**src/rtl/alu_regfile.sv**
```systemverilog
// alu_regfile: operand-supply and write-back stage for the 16-bit ALU.
// Sixteen general-purpose registers feed registered operands A and B; the
// write port takes the ALU result S, and a 5-bit PSR {C,L,F,Z,N} captures the
// ALU flags under a per-bit mask.
// Optional build macro: REGFILE_BYPASS_EN -- when defined, a same-cycle write
// to the address being read is forwarded straight into a_out/b_out.
module alu_regfile #(
    parameter int unsigned DATA_W   = 16,
    parameter int unsigned ADDR_W   = 4,
    parameter int unsigned NUM_REGS = 16,
    parameter int unsigned FLAG_W   = 5
) (
    input  logic              clk,
    input  logic              rst_n,
    input  logic              stall,
    input  logic [ADDR_W-1:0] ra_addr,
    input  logic [ADDR_W-1:0] rb_addr,
    output logic [DATA_W-1:0] a_out,
    output logic [DATA_W-1:0] b_out,
    input  logic              wr_en,
    input  logic [ADDR_W-1:0] wr_addr,
    input  logic [DATA_W-1:0] wr_data,
    input  logic              flag_en,
    input  logic [FLAG_W-1:0] flag_mask,
    input  logic [FLAG_W-1:0] flags_in,
    output logic [FLAG_W-1:0] flags_out
);

    // NUM_REGS equals 2**ADDR_W, so every address maps to a real register
    // and no wrap or clamp logic is needed on any port.
    logic [DATA_W-1:0] regs [NUM_REGS];

    logic [DATA_W-1:0] a_next;
    logic [DATA_W-1:0] b_next;
    logic [FLAG_W-1:0] flags_next;

    // Register array write port; reset clears every entry and cancels any write.
    always_ff @(posedge clk) begin
        if (!rst_n) begin
            regs <= '{default: '0};
        end else if (wr_en) begin
            regs[wr_addr] <= wr_data;
        end
    end

    // Operand selection: stale array value, or forwarded write data when bypass is built in.
    always_comb begin
        a_next = regs[ra_addr];
        b_next = regs[rb_addr];
`ifdef REGFILE_BYPASS_EN
        if (wr_en && (wr_addr == ra_addr)) begin
            a_next = wr_data;
        end
        if (wr_en && (wr_addr == rb_addr)) begin
            b_next = wr_data;
        end
`endif
    end

    // Registered read ports; stall freezes both operands while writes continue.
    always_ff @(posedge clk) begin
        if (!rst_n) begin
            a_out <= '0;
            b_out <= '0;
        end else if (!stall) begin
            a_out <= a_next;
            b_out <= b_next;
        end
    end

    // Masked PSR merge: masked bits take the new flag, the rest keep their value.
    always_comb begin
        flags_next = (flags_out & ~flag_mask) | (flags_in & flag_mask);
    end

    // PSR register, independent of wr_en and stall.
    always_ff @(posedge clk) begin
        if (!rst_n) begin
            flags_out <= '0;
        end else if (flag_en) begin
            flags_out <= flags_next;
        end
    end

endmodule

```
**config.mk**
```make
export PLATFORM = sky130hd
export DESIGN_NAME = alu_regfile
export DESIGN_NICKNAME = d
export VERILOG_FILES = /design/src/rtl/alu_regfile.sv
export SDC_FILE = /design/constraint.sdc
export NUM_CORES = 1
export LEC_CHECK = 0
export ABC_AREA = 1
export CAP_MARGIN = 20
export CORE_ASPECT_RATIO = 1.25
export CORE_MARGIN = 4
export CORE_UTILIZATION = 40
export DETAILED_ROUTE_END_ITERATION = 8
export GPL_TIMING_DRIVEN = 0
export SLEW_MARGIN = 30
export SYNTH_ARGS = -nofsm -noshare
export SYNTH_HDL_FRONTEND = slang
export SYNTH_SLANG_ARGS = --single-unit
```
**constraint.sdc**
```tcl
create_clock -name clk -period 1.7 [get_ports clk]
set_input_delay 0.34 -clock clk [delete_from_list [all_inputs] [get_ports clk]]
set_output_delay 0.34 -clock clk [all_outputs]
set_load 0.005 [all_outputs]
```
==> results of run 1 <==
[per-layer routing]
| layer | GRT usage (%) | up-vias | wire (µm) |
|---|---|---|---|
| met3 | 4.80 | 254 | 5860 |
| met2 | 51.7 | 957 | 31100 |
| met1 | 40.5 | 8071 | 26200 |
| met4 | 23.0 | 0 | 5980 |
| met5 | 0 | - | 0 |
| li1 | - | 8267 | - |
[worst max-delay path, cell delays in order]
cell and delay [ns]:
sky130_fd_sc_hd__clkbuf_1 0.49, sky130_fd_sc_hd__inv_1 0.32, sky130_fd_sc_hd__clkbuf_1 0.33, sky130_fd_sc_hd__nand3_1 0.19, sky130_fd_sc_hd__nand2_1 0.14, sky130_fd_sc_hd__nand2_1 0.09
sky130_fd_sc_hd__nand3_1 0.14, sky130_fd_sc_hd__nand2_1 0.11, sky130_fd_sc_hd__inv_1 0.04
[cell families after synthesis]
kind of cell | share of synthesized area [%]
AO/OA/AOI/OAI | 9.61
buffers and inverters | 8.06
flip-flops | 38.5
AND/OR/NAND/NOR | 43.9
[worst paths after layout]
| check | start | to | slack [ns] | cells past startpoint |
|---|---|---|---|---|
| max reg2reg | regs[37] | a_out[5] | 0.32 | 8 |
| min | flag_en | flip-flop | 0.20 | 3 |
| min reg2reg | flip-flop | flip-flop | 0.47 | 2 |
| max | ra_addr[2] | a_out[3] | -0.03 | 9 |
[power by group]
| group | switching [µW] | leakage, µW | internal [µW] |
|---|---|---|---|
| combinational | 1630 | 0.00520 | 679 |
| clock | 3000 | 0.000526 | 4150 |
| sequential | 150 | 0.00238 | 7060 |
| total | 4770 | 0.00811 | 11900 |
[cell usage after synthesis, drive strengths merged]
library cell	instances	area, µm²
nand2	684	2570
nor2	529	1990
nand3	426	2130
dfxtp	293	5870
o21ai	256	1280
buf	104	558
inv	93	349
clkbuf	86	323
a21oi	37	185
nand4	1	6.26
[stage by stage]
step                cells  hold slack, ns  power (µW)  instance area, µm²
floorplan            2509           0.437        8460               15300
global placement     3069           0.447        9490               16600
detailed placement   3069           0.454        9510               16600
CTS                  3126           0.180       16600               17900
global route         3138           0.219       17200               18200
finish               3138           0.198       16700               18200
[repair_timing]
item	4_1_cts	5_1_grt
pin swaps	2	8
hold buffers	0	0
buffers inserted	0	12
setup endpoints to repair	297	191
gates resized for setup	144	100
[layout make-up]
type / count / area share [%]
Sequential cell: 293 / 32.3
Tap cell: 486 / 3.34
Inverter: 93 / 2.02
Buffer: 190 / 6.08
Clock inverter: 17 / 1.03
Timing Repair Buffer: 86 / 4.60
Multi-Input combinational cell: 1933 / 45.9
Clock buffer: 40 / 4.72
[state kept, by name, summed over array words and instances (netlist names), named ones only]
name and count:
regs 256, a_out 16, b_out 16
==> impl_metrics.py, run 1 <==
metrics = {
    "placed_design": {
        "routabilityCongestion": 1.01,
        "port_buffers": 74,
        "dp_slack_ns": -1.08,
        "dp_hpwl_um": 51500,
    },
    "routing": {
        "detail_route.wirelength_um": 69200,
        "detailedRoute.firstPassIterationCount": 8,
        "vias_per_cell": 5.59,
        "detail_route.iter0.violations": 2238,
        "final_antenna_net_count": 0,
        "detail_route.drc_violations": 0,
        "detailroute.via_count": 17549,
        "routed_wire_length_per_instance_um": 22.1,
    },
    "worst_setup_path": {
        "timing.critical_path.required_ns": 2.18,
        "worst_setup_path_start_kind": "input port",
        "crit_path_max_fanout": 10,
        "cp.arrival_ns": 2.21,
        "crit_type": "input port to flip-flop",
        "cp-end-kind": "flip-flop",
    },
    "timing": {
        "worst_slew_margin_rel_pct": 30.9,
        "worst_slack_ns": -0.0342,
        "final-hold-violation-count": 0,
        "setup_viol_count_final": 4,
        "maxClockFrequency_mhz": 577,
        "timing.final.crit_share_pct": 102,
        "worst_margin_slew_ns": 1.04,
        "fin_setup_tns_ns": -0.0635,
        "min_period_ns": 1.73,
        "fin_worst_skew_ns": 0.0135,
        "final_count_of_pins_violating_max_slew": 0,
    },
    "clock_tree": {
        "clock_edge_transition_at_the_registers_on_the_reported_setup_and_hold_paths_ns": 0.06,
        "clock_tree.root_cell": "sky130_fd_sc_hd__clkbuf_16",
        "cts_htree_levels": 1,
        "cts.sinks": 293,
        "worstSkewPairLatency_ns": 0.59,
        "number_of_cts_inserted_buffers": 31,
        "cts_tree": "done",
        "clock_path_buffers": 3,
    },
    "power_and_ir_drop": {
        "power.density_mw_per_mm2": 915,
        "static-leakage-power_uw": 0.00811,
        "power.ir.vdd_worst_mv": 0.795,
    },
    "die": {
        "rows": 79,
        "die_h_um": 226,
        "floorplan.initialDensity_pct": 40.7,
        "design.core.area_mm2": 0.0375,
        "io_pins": 80,
        "die_w_um": 183,
        "die_area_mm2": 0.0413,
    },
    "grt": {
        "grt_max_degree": 15,
        "gr-usage-all-layers_pct": 32.6,
        "grt-ovfl-total": 0,
        "grt_first_pass_wirelength_um": 102000,
        "antenna_found_initial": 0,
        "grt_pass1_vias": 16370,
    },
    "final_layout": {
        "final_nets": 2671,
        "multiInputGateArea_mm2": 0.00837,
        "final_cell_mix": "sky130_fd_sc_hd__nand2_1 (678), sky130_fd_sc_hd__nor2_1 (515), sky130_fd_sc_hd__nand3_1 (412)",
        "layout_commonest_cell": "sky130_fd_sc_hd__nand2_1",
        "postLayoutCoreUtil_pct": 48.6,
        "n_fill_cell": 3962,
        "insertedDiodeCount": 0,
        "drive_above_1_share_pct": 9.43,
        "register_area_mm2": 0.00588,
        "flow.area_growth_from_synthesis_pct": 19.4,
    },
    "synth": {
        "ys_ff_latch": 293,
        "ys.warnings.count": 0,
        "synth-seq-area-share_pct": 38.5,
        "postSynthNetCount": 2552,
        "avgSynthCellArea_um2": 6.08,
        "netlist_area_mm2": 0.0153,
        "post_synth_inst_count": 2509,
        "ys_types": 14,
    },
    "flow_run": {
        "max_cap_viol_count": 0,
    },
    "hold_path": {
        "min-delay-path-class": "input port to flip-flop",
    },
    "outcome": {
        "status": "finished with violations",
        "failed_checks": "setup timing",
    },
}
Note: power is estimated with default switching activity, not from simulation.
==> run 2, diff against run 1 <==
--- a/config.mk
+++ b/config.mk
@@ -12,6 +12,7 @@
 export CORE_UTILIZATION = 40
 export DETAILED_ROUTE_END_ITERATION = 8
 export GPL_TIMING_DRIVEN = 0
+export SKIP_CTS_REPAIR_TIMING = 1
 export SLEW_MARGIN = 30
 export SYNTH_ARGS = -nofsm -noshare
 export SYNTH_HDL_FRONTEND = slang
==> run 2 against run 1 <==
The run still ends with setup timing left. Critical path depth did not move. Maximum frequency rose by 0.26%. Non-clock buffer count shrank 6.
==> impl_metrics.py, run 2 (synthesized netlist as in run 1, its figures left out) <==
metrics = {
    "clock_tree": {
        "worstSkewPairLatency_ns": 0.59,
        "cts_tree": "done",
        "cts_htree_levels": 1,
        "clock_path_buffers": 3,
        "clock_edge_transition_at_the_registers_on_the_reported_setup_and_hold_paths_ns": 0.06,
        "cts.sinks": 293,
        "number_of_cts_inserted_buffers": 31,
        "clock_tree.root_cell": "sky130_fd_sc_hd__clkbuf_16",
    },
    "hold_path": {
        "timing.hold.worst.start": "flag_en",
        "min-delay-path-class": "input port to flip-flop",
        "min_delay_path_depth": 3,
    },
    "timing": {
        "whs_ns": 0.194,
        "min_period_ns": 1.73,
        "maxClockFrequency_mhz": 578,
        "final_count_of_pins_violating_max_slew": 0,
        "final-hold-violation-count": 0,
        "setup_viol_count_final": 7,
        "worst_margin_slew_ns": 1.06,
        "worst_slew_margin_rel_pct": 29.4,
        "fin_worst_skew_ns": 0.0132,
        "timing.final.crit_share_pct": 102,
        "worst_slack_ns": -0.0297,
        "fin_setup_tns_ns": -0.102,
    },
    "worst_setup_path": {
        "critical_path.reg2reg.endpoint": "a_out[5]",
        "r2r_cells": 8,
        "worst_setup_path_start_kind": "input port",
        "timing.critical_path.required_ns": 2.18,
        "cp.arrival_ns": 2.21,
        "cp-end-kind": "flip-flop",
        "worst_r2r_startpoint": "regs[37]",
        "crit_type": "input port to flip-flop",
        "reg2reg_slack_ns": 0.31,
        "crit_path_max_fanout": 10,
    },
    "routing": {
        "routed_wire_length_per_instance_um": 22.1,
        "vias_per_cell": 5.60,
        "detail_route.iter0.violations": 2081,
        "final_antenna_net_count": 0,
        "detail_route.drc_violations": 0,
        "detail_route.wirelength_um": 69100,
        "detailedRoute.firstPassIterationCount": 6,
        "detailroute.via_count": 17545,
    },
    "placed_design": {
        "routabilityCongestion": 1.01,
        "port_buffers": 74,
        "dp_slack_ns": -1.08,
        "dp_hpwl_um": 51500,
        "post-place-cells": 3069,
    },
    "final_layout": {
        "flow.area_growth_from_synthesis_pct": 19.5,
        "final_nets": 2665,
        "layout_top_registers": "regs (256), a_out (16), b_out (16)",
        "final_cell_mix": "sky130_fd_sc_hd__nand2_1 (677), sky130_fd_sc_hd__nor2_1 (515), sky130_fd_sc_hd__nand3_1 (413)",
        "drive_above_1_share_pct": 8.88,
        "finish.cell_count_without_fillers": 3132,
        "regMostFlops": "regs",
        "insertedDiodeCount": 0,
        "layout_commonest_cell": "sky130_fd_sc_hd__nand2_1",
        "n_fill_cell": 3930,
        "largest_register_ff_count": 256,
    },
    "power_and_ir_drop": {
        "power.density_mw_per_mm2": 914,
        "total_power_uw": 16700,
        "static-leakage-power_uw": 0.00848,
        "power.ir.vdd_worst_mv": 0.798,
    },
    "die": {
        "die_w_um": 183,
        "floorplan.initialDensity_pct": 40.7,
        "die_area_mm2": 0.0413,
        "die_h_um": 226,
        "io_pins": 80,
        "design.core.area_mm2": 0.0375,
        "rows": 79,
    },
    "outcome": {
        "failed_checks": "setup timing",
        "status": "finished with violations",
    },
    "grt": {
        "grt_first_pass_wirelength_um": 101000,
        "gr-usage-all-layers_pct": 32.5,
        "antenna_found_initial": 0,
        "grt_max_degree": 15,
        "grt-ovfl-total": 0,
        "grt_pass1_vias": 16349,
    },
    "flow_run": {
        "max_cap_viol_count": 0,
    },
}
[run 2: changes by cell type in the layout (fill, tap and decap cells not counted), moves of 2 or more]
cell                             previous run  this run
sky130_fd_sc_hd__buf_6                     18        16
sky130_fd_sc_hd__clkbuf_2                  31        33
sky130_fd_sc_hd__nor2_2                     1         3
sky130_fd_sc_hd__buf_12                     3         1
sky130_fd_sc_hd__buf_2                     42        40
sky130_fd_sc_hd__dlygate4sd2_1             38         0
sky130_fd_sc_hd__dlymetal6s2s_1             7        45
sky130_fd_sc_hd__clkbuf_4                  16        23
sky130_fd_sc_hd__clkbuf_1                  53        59
sky130_fd_sc_hd__nor2_4                    13        11
sky130_fd_sc_hd__inv_1                     85        87
sky130_fd_sc_hd__buf_4                     33        17
[run 2: final cells by class]
type                    instances  area (µm²)  share of cell area [%]
flip-flops and latches        293        5880                    32.3
plain buffers                 190        1070                    5.89
clock inverters                17         188                    1.03
inverters                      93         364                    2.00
well taps                     486         608                    3.34
repair buffers                 80         911                    5.00
multi-input cells            1933        8350                    45.8
clock buffers                  40         860                    4.72
[run 2: critical path, stage by stage]
cell,delay (ns)
sky130_fd_sc_hd__clkbuf_1,0.50
sky130_fd_sc_hd__inv_1,0.34
sky130_fd_sc_hd__clkbuf_1,0.35
sky130_fd_sc_hd__nand3_1,0.22
sky130_fd_sc_hd__nand2_2,0.10
sky130_fd_sc_hd__nand2_1,0.08
sky130_fd_sc_hd__nand3_1,0.14
sky130_fd_sc_hd__nand2_1,0.10
sky130_fd_sc_hd__inv_1,0.04
[run 2: stage by stage]
stage | instance area, µm² | utilization [%]
finish | 18200 | 48.7
global route | 18200 | 48.7
CTS | 17600 | 47.1
detailed placement | 16600 | 44.3
global placement | 16600 | 44.3
floorplan | 15300 | -
[run 2: per-layer routing]
layer  track usage [%]  share of wire (%)
met5                 0                  0
met4              23.9                9.0
met3              4.81                8.3
met2              51.2                 45
met1              40.2                 38
[run 2: where the power goes]
part / total (µW) / internal, µW / switching, µW
registers: 7210 / 7060 / 150
logic: 2310 / 689 / 1620
clock network: 7150 / 4150 / 3000
[run 2: how the worst max path moves through the flow]
stage                 to  cells past startpoint        from
5_1_grt        regs[108]                      5       rst_n
4_1_cts        regs[220]                      7       wr_en
3_3_place_gp   regs[221]                      7       wr_en
6_report        a_out[4]                      9  ra_addr[2]
2_1_floorplan  regs[149]                      7  wr_addr[0]
3_5_place_dp   regs[216]                      7       wr_en
